$ cat config.mk
export PLATFORM = sky130hd
export DESIGN_NAME = instr_fifo
export DESIGN_NICKNAME = d
export VERILOG_FILES = /design/src/rtl/instr_fifo.sv
export SDC_FILE = /design/constraint.sdc
export NUM_CORES = 1
export LEC_CHECK = 0
export ABC_AREA = 0
export ABC_CLOCK_PERIOD_IN_PS = 5700
export CAP_MARGIN = 15
export CORE_MARGIN = 1.5
export CORE_UTILIZATION = 35
export DETAILED_ROUTE_END_ITERATION = 8
export DONT_BUFFER_PORTS = 1
export RECOVER_POWER = 25
export SETUP_SLACK_MARGIN = 0.1
export SYNTH_ARGS = -nofsm -noshare
export SYNTH_HDL_FRONTEND = slang
export SYNTH_SLANG_ARGS = --single-unit
$ cat constraint.sdc
create_clock -name clock -period 5.7 [get_ports clock]
set_clock_uncertainty 0.15 [all_clocks]
set_input_delay 0.57 -clock clock [delete_from_list [all_inputs] [get_ports clock]]
set_output_delay 0.57 -clock clock [all_outputs]
set_load 0.01 [all_outputs]
$ cat src/rtl/instr_fifo.sv
// Instruction buffer between the host write side and the control unit fetch stage.
// Holds {ch, x, y} zoom instructions in arrival order; read data is registered.
module instr_fifo #(
    parameter int unsigned DATA_W    = 23,
    parameter int unsigned DEPTH     = 16,
    parameter int unsigned ADDR_W    = $clog2(DEPTH),
    parameter int unsigned AFULL_LVL = 12
) (
    input  logic              clock,
    input  logic              reset_n,
    input  logic              wr_en,
    input  logic [DATA_W-1:0] wr_data,
    input  logic              rd_en,
    output logic [DATA_W-1:0] rd_data,
    output logic              rd_valid,
    output logic              empty,
    output logic              full,
    output logic              almost_full,
    output logic [ADDR_W:0]   count,
    output logic              overflow,
    output logic              underflow,
    input  logic              clr_err
);

    localparam int unsigned CNT_W = ADDR_W + 1;

    logic [DATA_W-1:0] mem [DEPTH];
    logic [ADDR_W-1:0] wr_ptr;
    logic [ADDR_W-1:0] rd_ptr;
    logic [CNT_W-1:0]  count_nxt_c;
    logic              rd_accept_c;
    logic              wr_accept_c;
    logic              wr_reject_c;
    logic              rd_reject_c;

    // Accept decisions; a read on a full buffer frees the slot for a same-cycle write.
    always_comb begin
        rd_accept_c = rd_en & ~empty;
        wr_accept_c = wr_en & (~full | rd_accept_c);
        wr_reject_c = wr_en & ~wr_accept_c;
        rd_reject_c = rd_en & empty;
        count_nxt_c = count;
        case ({wr_accept_c, rd_accept_c})
            2'b10:   count_nxt_c = count + CNT_W'(1);
            2'b01:   count_nxt_c = count - CNT_W'(1);
            default: count_nxt_c = count;
        endcase
    end

    // Storage array; contents need no reset because count gates every read.
    always_ff @(posedge clock) begin
        if (wr_accept_c) begin
            mem[wr_ptr] <= wr_data;
        end
    end

    // Pointers, occupancy and the flags decoded from the next occupancy.
    always_ff @(posedge clock or negedge reset_n) begin
        if (!reset_n) begin
            wr_ptr      <= '0;
            rd_ptr      <= '0;
            count       <= '0;
            empty       <= 1'b1;
            full        <= 1'b0;
            almost_full <= 1'b0;
        end else begin
            if (wr_accept_c) begin
                wr_ptr <= wr_ptr + ADDR_W'(1);
            end
            if (rd_accept_c) begin
                rd_ptr <= rd_ptr + ADDR_W'(1);
            end
            count       <= count_nxt_c;
            empty       <= (count_nxt_c == '0);
            full        <= (count_nxt_c == CNT_W'(DEPTH));
            almost_full <= (count_nxt_c >= CNT_W'(AFULL_LVL));
        end
    end

    // Registered read port; rd_data holds until the next accepted read.
    always_ff @(posedge clock or negedge reset_n) begin
        if (!reset_n) begin
            rd_data  <= '0;
            rd_valid <= 1'b0;
        end else begin
            rd_valid <= rd_accept_c;
            if (rd_accept_c) begin
                rd_data <= mem[rd_ptr];
            end
        end
    end

    // Sticky error flags; a new error in the clear cycle keeps the flag set.
    always_ff @(posedge clock or negedge reset_n) begin
        if (!reset_n) begin
            overflow  <= 1'b0;
            underflow <= 1'b0;
        end else begin
            if (wr_reject_c) begin
                overflow <= 1'b1;
            end else if (clr_err) begin
                overflow <= 1'b0;
            end
            if (rd_reject_c) begin
                underflow <= 1'b1;
            end else if (clr_err) begin
                underflow <= 1'b0;
            end
        end
    end

endmodule

==> flow_summary.html, run 1 <==
<table>
<tr><th>Metric</th><th>Value</th></tr>
<tr><th colspan="2">Timing</th></tr>
<tr><td>FMAX</td><td>254 MHz</td></tr>
<tr><td>Count of endpoints failing hold in the final timing report</td><td>0</td></tr>
<tr><td>Endpoints failing setup</td><td>0</td></tr>
<tr><td>Unrepaired setup endpoints after global routing</td><td>false</td></tr>
<tr><td>Worst Hold Margin</td><td>45.2 ps</td></tr>
<tr><td>Worst slew margin</td><td>-0.934</td></tr>
<tr><td>Setup slack of the critical path after layout</td><td>1760 ps</td></tr>
<tr><td>Total count of max-transition violations in the final report</td><td>43</td></tr>
<tr><td>Pin slew with the least headroom to its limit</td><td>2900 ps</td></tr>
<tr><td>Setup TNS</td><td>0 ps</td></tr>
<tr><td>Final critical path time including I/O delays and setup</td><td>3940 ps</td></tr>
<tr><td>Post-route clock period utilization</td><td>0.691</td></tr>
<tr><th colspan="2">Die</th></tr>
<tr><td>Die boundary height</td><td>215 um</td></tr>
<tr><td>Chip Width</td><td>215 um</td></tr>
<tr><td>Die footprint</td><td>46400 um^2</td></tr>
<tr><td>Initial core utilization</td><td>0.356</td></tr>
<tr><td>Core region area</td><td>44300 um^2</td></tr>
<tr><td>Standard-cell row count</td><td>77</td></tr>
<tr><td>I/O pin total</td><td>62</td></tr>
<tr><th colspan="2">Worst setup path</th></tr>
<tr><td>Worst reg2reg endpoint</td><td>full</td></tr>
<tr><td>Cell with the largest stage delay on the worst path</td><td>sky130_fd_sc_hd__a21boi_1</td></tr>
<tr><td>Data arrival, critical path</td><td>4250 ps</td></tr>
<tr><td>Critical path's most frequent cell</td><td>sky130_fd_sc_hd__ha_1</td></tr>
<tr><td>Critical R2R Launch</td><td>empty</td></tr>
<tr><td>Start-to-end type of the worst setup path</td><td>reg -&gt; reg</td></tr>
<tr><td>CP Launch Type</td><td>flop</td></tr>
<tr><td>Series of cell instances along the critical path</td><td>nand2b_2 -&gt; a21boi_1 -&gt; inv_1 -&gt; ha_1 -&gt; xor2_1 -&gt; ha_1 -&gt; o21ai_0 -&gt; a221oi_1 -&gt; o211ai_1 -&gt; xnor2_1 -&gt; nor3b_1</td></tr>
<tr><td>Number of cells on the worst reg-to-reg path</td><td>11</td></tr>
<tr><td>CP required</td><td>6010 ps</td></tr>
<tr><td>Internal reg-to-reg setup slack</td><td>1760 ps</td></tr>
<tr><td>Crit. End Element</td><td>flop</td></tr>
<tr><td>Maximum fanout encountered on the critical timing path</td><td>29</td></tr>
<tr><td>Stage delay of the slowest cell on the critical path</td><td>840 ps</td></tr>
<tr><th colspan="2">Clock tree</th></tr>
<tr><td>Clock-pin slew on the worst setup and hold paths</td><td>60 ps</td></tr>
<tr><td>Library cell used as clock root buffer</td><td>sky130_fd_sc_hd__clkbuf_16</td></tr>
<tr><td>Number of sinks on the clock net</td><td>410</td></tr>
<tr><td>Clock latency reported for the late side of the worst-skew pair</td><td>560 ps</td></tr>
<tr><td>TritonCTS Buffers</td><td>42</td></tr>
<tr><td>TritonCTS clock tree</td><td>yes</td></tr>
<tr><td>Number of buffers on the longest clock path</td><td>3</td></tr>
<tr><td>H-tree level count</td><td>2</td></tr>
<tr><td>Post CTS Setup Buffer Count</td><td>0</td></tr>
<tr><th colspan="2">Final layout</th></tr>
<tr><td>Storage cell area</td><td>12100 um^2</td></tr>
<tr><td>Area used by multi-input combinational logic</td><td>3540 um^2</td></tr>
<tr><td>Final-layout fill cell count</td><td>3907</td></tr>
<tr><td>Fraction of layout cells with a size suffix above 1</td><td>0.255</td></tr>
<tr><td>Final Net Count</td><td>806</td></tr>
<tr><td>Growth of design area from synthesis to finish</td><td>14.6%</td></tr>
<tr><th colspan="2">Synthesis</th></tr>
<tr><td>Post-synth net total</td><td>763</td></tr>
<tr><td>Synth cell types</td><td>40</td></tr>
<tr><td>Synth Area per Inst</td><td>21.7 um^2</td></tr>
<tr><td>Register area share after synthesis</td><td>0.767</td></tr>
<tr><td>Warnings, synthesis</td><td>0</td></tr>
<tr><td>Cell Area, Synth</td><td>15800 um^2</td></tr>
<tr><td>Top FF cell, synth</td><td>sky130_fd_sc_hd__edfxtp_1</td></tr>
<tr><td>EDFF count, synth</td><td>368</td></tr>
<tr><td>Top-area cell type share of the netlist area</td><td>0.700</td></tr>
<tr><td>Cell types with the highest counts after synthesis</td><td>368 x sky130_fd_sc_hd__edfxtp_1, 92 x sky130_fd_sc_hd__mux4_2, 41 x sky130_fd_sc_hd__dfrtp_1</td></tr>
<tr><td>Gate Count Post-Synth</td><td>727</td></tr>
<tr><td>Top area cells in the synthesized netlist</td><td>sky130_fd_sc_hd__edfxtp_1 70%, sky130_fd_sc_hd__mux4_2 13%, sky130_fd_sc_hd__dfrtp_1 6.5%</td></tr>
<tr><td>Most used standard cell by instance count after synthesis</td><td>sky130_fd_sc_hd__edfxtp_1</td></tr>
<tr><td>Cell type with the largest total area after synthesis</td><td>sky130_fd_sc_hd__edfxtp_1</td></tr>
<tr><td>Post-synthesis async set-or-reset flop share</td><td>0.102</td></tr>
<tr><td>Register bit total from synthesis</td><td>410</td></tr>
<tr><th colspan="2">Worst hold path</th></tr>
<tr><td>WHS Endpoint</td><td>overflow</td></tr>
<tr><td>Worst min-delay path class</td><td>in -&gt; reg</td></tr>
<tr><td>Worst hold path startpoint</td><td>wr_en</td></tr>
<tr><td>Depth of the worst hold-timing path</td><td>2</td></tr>
<tr><th colspan="2">Drt</th></tr>
<tr><td>Iteration-0 DRC count of the detailed router</td><td>679</td></tr>
<tr><td>Remaining antenna violation count after routing</td><td>0</td></tr>
<tr><td>WL/cell</td><td>22.7 um</td></tr>
<tr><td>Number of vias per cell after detailed routing</td><td>4.99</td></tr>
<tr><td>Routed wire length</td><td>31600 um</td></tr>
<tr><td>Drt drc</td><td>0</td></tr>
<tr><td>Drt pass-1 iters</td><td>4</td></tr>
<tr><td>Via count</td><td>6967</td></tr>
<tr><th colspan="2">Global route</th></tr>
<tr><td>Global-route wire length before repair</td><td>48600 um</td></tr>
<tr><td>Number of antenna violations at the first check in global routing</td><td>2</td></tr>
<tr><td>Vias in the first global route</td><td>7578</td></tr>
<tr><td>Tot GR Track Use</td><td>0.140</td></tr>
<tr><td>Overflow left after global routing</td><td>0</td></tr>
<tr><td>Pin count of the biggest net entering global routing</td><td>44</td></tr>
<tr><th colspan="2">Pwr</th></tr>
<tr><td>Internal power consumption</td><td>6.26 mW</td></tr>
<tr><td>Sw Pwr</td><td>2.55 mW</td></tr>
<tr><td>Peak supply drop</td><td>0.306 mV</td></tr>
<tr><td>Share of power burned in registers</td><td>0.470</td></tr>
<tr><td>Net switching share of the total power</td><td>0.289</td></tr>
<tr><td>Leakage Power</td><td>5.77 nW</td></tr>
<tr><td>Post-layout power</td><td>8.81 mW</td></tr>
<tr><td>Clock power share</td><td>0.295</td></tr>
<tr><td>Comb pwr share</td><td>0.235</td></tr>
<tr><td>P per Cell Area</td><td>487 nW/um^2</td></tr>
<tr><th colspan="2">Run</th></tr>
<tr><td>MaxCap Viol Count</td><td>1</td></tr>
<tr><th colspan="2">Placement</th></tr>
<tr><td>DP Wirelength</td><td>17300 um</td></tr>
<tr><td>IO buf count</td><td>0</td></tr>
<tr><td>Place WS</td><td>1620 ps</td></tr>
<tr><td>RePlAce Congestion</td><td>0.719</td></tr>
<tr><th colspan="2">Run status</th></tr>
<tr><td>Outcome</td><td>finished, violations left</td></tr>
<tr><td>Violated checks</td><td>max-capacitance violations, max-slew violations</td></tr>
</table>
placed cells by master (no fill, tap or decap), drive strengths merged, types with 9 or more instances in the layout:
cell / synthesis / layout
o21ai: 21 / 21
nand2: 14 / 14
dlygate4sd3: 0 / 26
clkbuf: 12 / 55
buf: 27 / 11
mux2i: 23 / 23
clkinv: 0 / 21
dfrtp: 41 / 41
edfxtp: 368 / 368
mux4: 92 / 92
nor2: 22 / 22
xnor2: 9 / 9
mux2: 24 / 24
a22oi: 16 / 16
stage by stage:
| step | utilization | cells | instance area (um^2) |
|---|---|---|---|
| after floorplan | - | 727 | 15800 |
| after global placement | 0.372 | 1291 | 16500 |
| after detailed placement | 0.372 | 1291 | 16500 |
| after CTS | 0.408 | 1396 | 18100 |
| after global routing | 0.408 | 1397 | 18100 |
| final | 0.408 | 1397 | 18100 |
how the worst max path moves through the flow:
stage | from | slack, ps | end | depth (start not counted)
final | empty | 1760 | full | 11
after global routing | empty | 1240 | full | 11
after CTS | empty | 1680 | full | 11
after detailed placement | rd_en | 1620 | full | 11
after global placement | rd_en | 1680 | full | 11
after floorplan | rd_en | 2020 | mem[3][0] | 5
power by group through the flow:
stage	clock network, mW	logic [mW]	registers, mW
5_1_grt	2.78	2.26	4.21
6_report	2.60	2.07	4.14
4_1_cts	2.66	2.13	4.17
2_1_floorplan	0	1.81	3.92
3_3_place_gp	0	2.04	4.22
3_5_place_dp	0	2.06	4.23
layer usage:
metal  routed length, um  track usage
met1               13600        0.185
met2               15900        0.234
met3                1530       0.0317
met4                 621       0.0382
met5                  10            0
what timing repair did:
action | 4_1_cts | 5_1_grt
resized for setup | 0 | 0
hold buffers | 27 | 0
endpoints found under the hold margin | 412 | 0
layout make-up:
class,count,share of cell area
Sequential cell,410,0.670
Multi-Input combinational cell,272,0.196
Clock buffer,54,0.0623
Tap cell,592,0.0410
Timing Repair Buffer,38,0.0199
Clock inverter,24,0.00996
Inverter,6,0.00125
Antenna cell,1,0.000138
critical path, delay by kind of cell (launching register included):
family	cells	cell delay [ps]
DFF	1	390
and+or+nand+nor	2	800
AOI/OAI and AO/OA	4	1330
xor gates and xnor gates	2	470
buffers and inverters	1	150
adders and majority gates	2	550
flip-flops by register name, summed over array words and instances, names as in the netlist:
signal,cells
rd_data,23
underflow,1
count,5
wr_ptr,4
empty,1
mem,368
rd_valid,1
overflow,1
rd_ptr,4
almost_full,1
full,1
kinds of logic (layout without fill, tap and decap cells):
| logic type | count (synthesis) | in the layout | synth area share |
|---|---|---|---|
| xor+xnor | 11 | 11 | 0.00610 |
| flops | 410 | 410 | 0.767 |
| other cells | 0 | 1 | 0 |
| buf+inv | 45 | 122 | 0.0163 |
| compound gates | 57 | 57 | 0.0246 |
| simple gates | 57 | 57 | 0.0168 |
| mux | 139 | 139 | 0.163 |
| fa+ha+maj | 8 | 8 | 0.00634 |
(Power assumes the default switching activity.)
==> inputs of run 2 (changes only) <==
--- a/config.mk
+++ b/config.mk
@@ -6,7 +6,7 @@
 export NUM_CORES = 1
 export LEC_CHECK = 0
 export ABC_AREA = 0
-export ABC_CLOCK_PERIOD_IN_PS = 5700
+export ABC_CLOCK_PERIOD_IN_PS = 3800
 export CAP_MARGIN = 15
 export CORE_MARGIN = 1.5
 export CORE_UTILIZATION = 35
==> constraint.sdc (replaced) <==
create_clock -name clock -period 3.8 [get_ports clock]
set_clock_uncertainty 0.15 [all_clocks]
set_input_delay 0.38 -clock clock [delete_from_list [all_inputs] [get_ports clock]]
set_output_delay 0.38 -clock clock [all_outputs]
set_load 0.01 [all_outputs]
==> flow_summary.html, run 2 (synthesis gave the netlist of run 1 again) <==
<table>
<tr><th>Metric</th><th>Value</th></tr>
<tr><th colspan="2">Worst setup path</th></tr>
<tr><td>Internal reg-to-reg setup slack</td><td>780 ps (-980 ps)</td></tr>
<tr><td>Data arrival, critical path</td><td>3350 ps (-900 ps)</td></tr>
<tr><td>CP required</td><td>4130 ps (-1880 ps)</td></tr>
<tr><td>Start-to-end type of the worst setup path</td><td>reg -&gt; reg</td></tr>
<tr><td>CP Launch Type</td><td>flop</td></tr>
<tr><td>Crit. End Element</td><td>flop</td></tr>
<tr><td>Maximum fanout encountered on the critical timing path</td><td>9 (-69%)</td></tr>
<tr><th colspan="2">Die</th></tr>
<tr><td>Die footprint</td><td>46400 um^2 (unchanged)</td></tr>
<tr><td>Standard-cell row count</td><td>77 (unchanged)</td></tr>
<tr><td>Chip Width</td><td>215 um (unchanged)</td></tr>
<tr><td>I/O pin total</td><td>62 (unchanged)</td></tr>
<tr><td>Initial core utilization</td><td>0.356 (unchanged)</td></tr>
<tr><td>Die boundary height</td><td>215 um (unchanged)</td></tr>
<tr><td>Core region area</td><td>44300 um^2 (unchanged)</td></tr>
<tr><th colspan="2">Timing</th></tr>
<tr><td>Final critical path time including I/O delays and setup</td><td>3020 ps (-922 ps)</td></tr>
<tr><td>Worst slew margin</td><td>0.228 (+1.16)</td></tr>
<tr><td>Worst Hold Margin</td><td>104 ps (+59.3 ps)</td></tr>
<tr><td>Total count of max-transition violations in the final report</td><td>0 (-100%)</td></tr>
<tr><td>FMAX</td><td>331 MHz (+31%)</td></tr>
<tr><td>Endpoints failing setup</td><td>0 (unchanged)</td></tr>
<tr><td>Setup TNS</td><td>0 ps (unchanged)</td></tr>
<tr><td>Post-route clock period utilization</td><td>0.794 (+0.103)</td></tr>
<tr><td>Pin slew with the least headroom to its limit</td><td>1160 ps (-1740 ps)</td></tr>
<tr><td>Unrepaired setup endpoints after global routing</td><td>false</td></tr>
<tr><td>Count of endpoints failing hold in the final timing report</td><td>0 (unchanged)</td></tr>
<tr><th colspan="2">Global route</th></tr>
<tr><td>Number of antenna violations at the first check in global routing</td><td>2 (unchanged)</td></tr>
<tr><td>Pin count of the biggest net entering global routing</td><td>43 (-2.3%)</td></tr>
<tr><td>Tot GR Track Use</td><td>0.151 (+0.0108)</td></tr>
<tr><td>Overflow left after global routing</td><td>0 (unchanged)</td></tr>
<tr><td>Vias in the first global route</td><td>7840 (+3.5%)</td></tr>
<tr><td>Global-route wire length before repair</td><td>51300 um (+5.6%)</td></tr>
<tr><th colspan="2">Final layout</th></tr>
<tr><td>Final Net Count</td><td>836 (+3.7%)</td></tr>
<tr><td>Most common cell after layout, fill and taps aside</td><td>sky130_fd_sc_hd__edfxtp_1</td></tr>
<tr><td>Max reg flops</td><td>368 (unchanged)</td></tr>
<tr><td>Storage cell area</td><td>12100 um^2 (unchanged)</td></tr>
<tr><td>Area used by multi-input combinational logic</td><td>3540 um^2 (unchanged)</td></tr>
<tr><td>Top Registers</td><td>mem (368), rd_data (23), count (5)</td></tr>
<tr><td>Final-layout fill cell count</td><td>3919 (+0.31%)</td></tr>
<tr><td>Fraction of layout cells with a size suffix above 1</td><td>0.293 (+0.0381)</td></tr>
<tr><td>Top library cells by usage in the layout, fill and taps aside</td><td>368 x sky130_fd_sc_hd__edfxtp_1, 92 x sky130_fd_sc_hd__mux4_2, 45 x sky130_fd_sc_hd__clkbuf_16, 38 x sky130_fd_sc_hd__dfrtp_1, 34 x sky130_fd_sc_hd__buf_4</td></tr>
<tr><td>Reg with most FFs</td><td>mem</td></tr>
<tr><td>Growth of design area from synthesis to finish</td><td>16.8%</td></tr>
<tr><th colspan="2">Clock tree</th></tr>
<tr><td>Clock-pin slew on the worst setup and hold paths</td><td>60 ps (about the same)</td></tr>
<tr><td>H-tree level count</td><td>2 (unchanged)</td></tr>
<tr><td>TritonCTS clock tree</td><td>yes</td></tr>
<tr><td>Clock latency reported for the late side of the worst-skew pair</td><td>570 ps (about the same)</td></tr>
<tr><td>TritonCTS Buffers</td><td>44 (+4.8%)</td></tr>
<tr><td>Post-CTS resize count</td><td>0 (unchanged)</td></tr>
<tr><td>Library cell used as clock root buffer</td><td>sky130_fd_sc_hd__clkbuf_16</td></tr>
<tr><td>Number of buffers on the longest clock path</td><td>3 (unchanged)</td></tr>
<tr><td>Number of sinks on the clock net</td><td>410 (unchanged)</td></tr>
<tr><th colspan="2">Pwr</th></tr>
<tr><td>Net switching share of the total power</td><td>0.293 (+0.00330)</td></tr>
<tr><td>Leakage Power</td><td>5.99 nW (+3.9%)</td></tr>
<tr><td>Post-layout power</td><td>13.5 mW (+54%)</td></tr>
<tr><td>Internal power consumption</td><td>9.58 mW (+53%)</td></tr>
<tr><td>Comb pwr share</td><td>0.246 (+0.011)</td></tr>
<tr><td>Sw Pwr</td><td>3.96 mW (+56%)</td></tr>
<tr><td>Share of power burned in registers</td><td>0.455 (-0.015)</td></tr>
<tr><td>P per Cell Area</td><td>735 nW/um^2 (+51%)</td></tr>
<tr><td>Clock power share</td><td>0.299 (+0.004)</td></tr>
<tr><td>Peak supply drop</td><td>0.313 mV (+2.4%)</td></tr>
<tr><th colspan="2">Placement</th></tr>
<tr><td>RePlAce Congestion</td><td>0.756 (+5.1%)</td></tr>
<tr><td>IO buf count</td><td>0 (unchanged)</td></tr>
<tr><td>DP Wirelength</td><td>19800 um (+14%)</td></tr>
<tr><th colspan="2">Drt</th></tr>
<tr><td>Uppermost layer routed</td><td>met5</td></tr>
<tr><td>Number of vias per cell after detailed routing</td><td>5.08 (+2.0%)</td></tr>
<tr><td>Iteration-0 DRC count of the detailed router</td><td>603 (-11%)</td></tr>
<tr><td>Wire length on met1</td><td>15000 um (+10%)</td></tr>
<tr><td>Remaining antenna violation count after routing</td><td>0 (unchanged)</td></tr>
<tr><td>WL/cell</td><td>23.9 um (+5.7%)</td></tr>
<tr><td>Met3 layer wire length in the routed design</td><td>1620 um (+6.3%)</td></tr>
<tr><td>Drt drc</td><td>0 (unchanged)</td></tr>
<tr><td>Drt pass-1 iters</td><td>5 (+1)</td></tr>
<tr><td>Length of routed met2 wiring</td><td>16800 um (+5.6%)</td></tr>
<tr><td>Via count</td><td>7266 (+4.3%)</td></tr>
<tr><td>Routed wire length</td><td>34200 um (+8.1%)</td></tr>
<tr><th colspan="2">Run status</th></tr>
<tr><td>Outcome</td><td>finished, final reports clean</td></tr>
<tr><th colspan="2">Run</th></tr>
<tr><td>MaxCap Viol Count</td><td>0 (-1)</td></tr>
<tr><th colspan="2">Worst hold path</th></tr>
<tr><td>Worst min-delay path class</td><td>in -&gt; reg</td></tr>
</table>
run 2: changes by cell type in the layout (fill, tap and decap cells not counted), sizes merged:
cell	change
bufinv	-1
clkinvlp	+1
clkinv	-1
dlygate4sd3	+1
buf	+28
clkbuf	+2
inv	+2
run 2: power by group through the flow:
stage	Combinational, mW	Clock (mW)	Sequential, mW
2_1_floorplan	2.71	0	5.88
6_report	3.33	4.05	6.16
3_3_place_gp	3.27	0	6.25
5_1_grt	3.60	4.30	6.24
4_1_cts	3.40	4.16	6.19
3_5_place_dp	3.30	0	6.27
run 2: final cells by class:
cell class                      instances  share of cell area
Multi-Input combinational cell        272               0.192
Tap cell                              592              0.0402
Inverter                                6             0.00122
Clock buffer                           57              0.0663
Sequential cell                       410               0.657
Clock inverter                         25             0.00862
Timing Repair Buffer                   66              0.0344
Antenna cell                            1            0.000136
run 2: layer usage:
metal  track usage  vias to the layer above
li1              -                     3156
met1         0.205                     3905
met2         0.246                      150
met3        0.0280                       53
met4        0.0515                        2
met5             0                        -
run 2: final timing paths:
kind | start | endpoint | depth (start not counted)
max | empty | full | 12
min | wr_en | wr_ptr[0] | 3
max reg2reg | empty | full | 12
min reg2reg | rd_ptr[3] | rd_ptr[3] | 1
max in group asynchronous | reset_n | empty | 2
min in group asynchronous | reset_n | rd_data[11] | 2
run 2: repair_timing:
| action | in CTS | in global routing |
|---|---|---|
| endpoints found under the hold margin | 413 | 0 |
| hold buffers | 28 | 0 |
| buffers inserted | 0 | 0 |
run 2: metrics by stage:
step	cells	util	setup slack, ps	instance area, um^2
after detailed placement	1318	0.378	831	16700
after global placement	1318	0.378	850	16700
after CTS	1428	0.416	828	18400
after floorplan	727	-	227	15800
final	1429	0.416	783	18400
after global routing	1429	0.416	534	18400
run 2: critical path: stages (launching register included):
cell,delay (ps)
sky130_fd_sc_hd__dfstp_1,590
sky130_fd_sc_hd__nand2b_2,160
sky130_fd_sc_hd__a21boi_1,60
sky130_fd_sc_hd__buf_4,180
sky130_fd_sc_hd__inv_1,80
sky130_fd_sc_hd__ha_1,340
sky130_fd_sc_hd__xor2_1,180
sky130_fd_sc_hd__ha_1,230
sky130_fd_sc_hd__o21ai_0,90
sky130_fd_sc_hd__a221oi_1,260
sky130_fd_sc_hd__o211ai_1,150
sky130_fd_sc_hd__xnor2_1,270
sky130_fd_sc_hd__nor3b_1,200
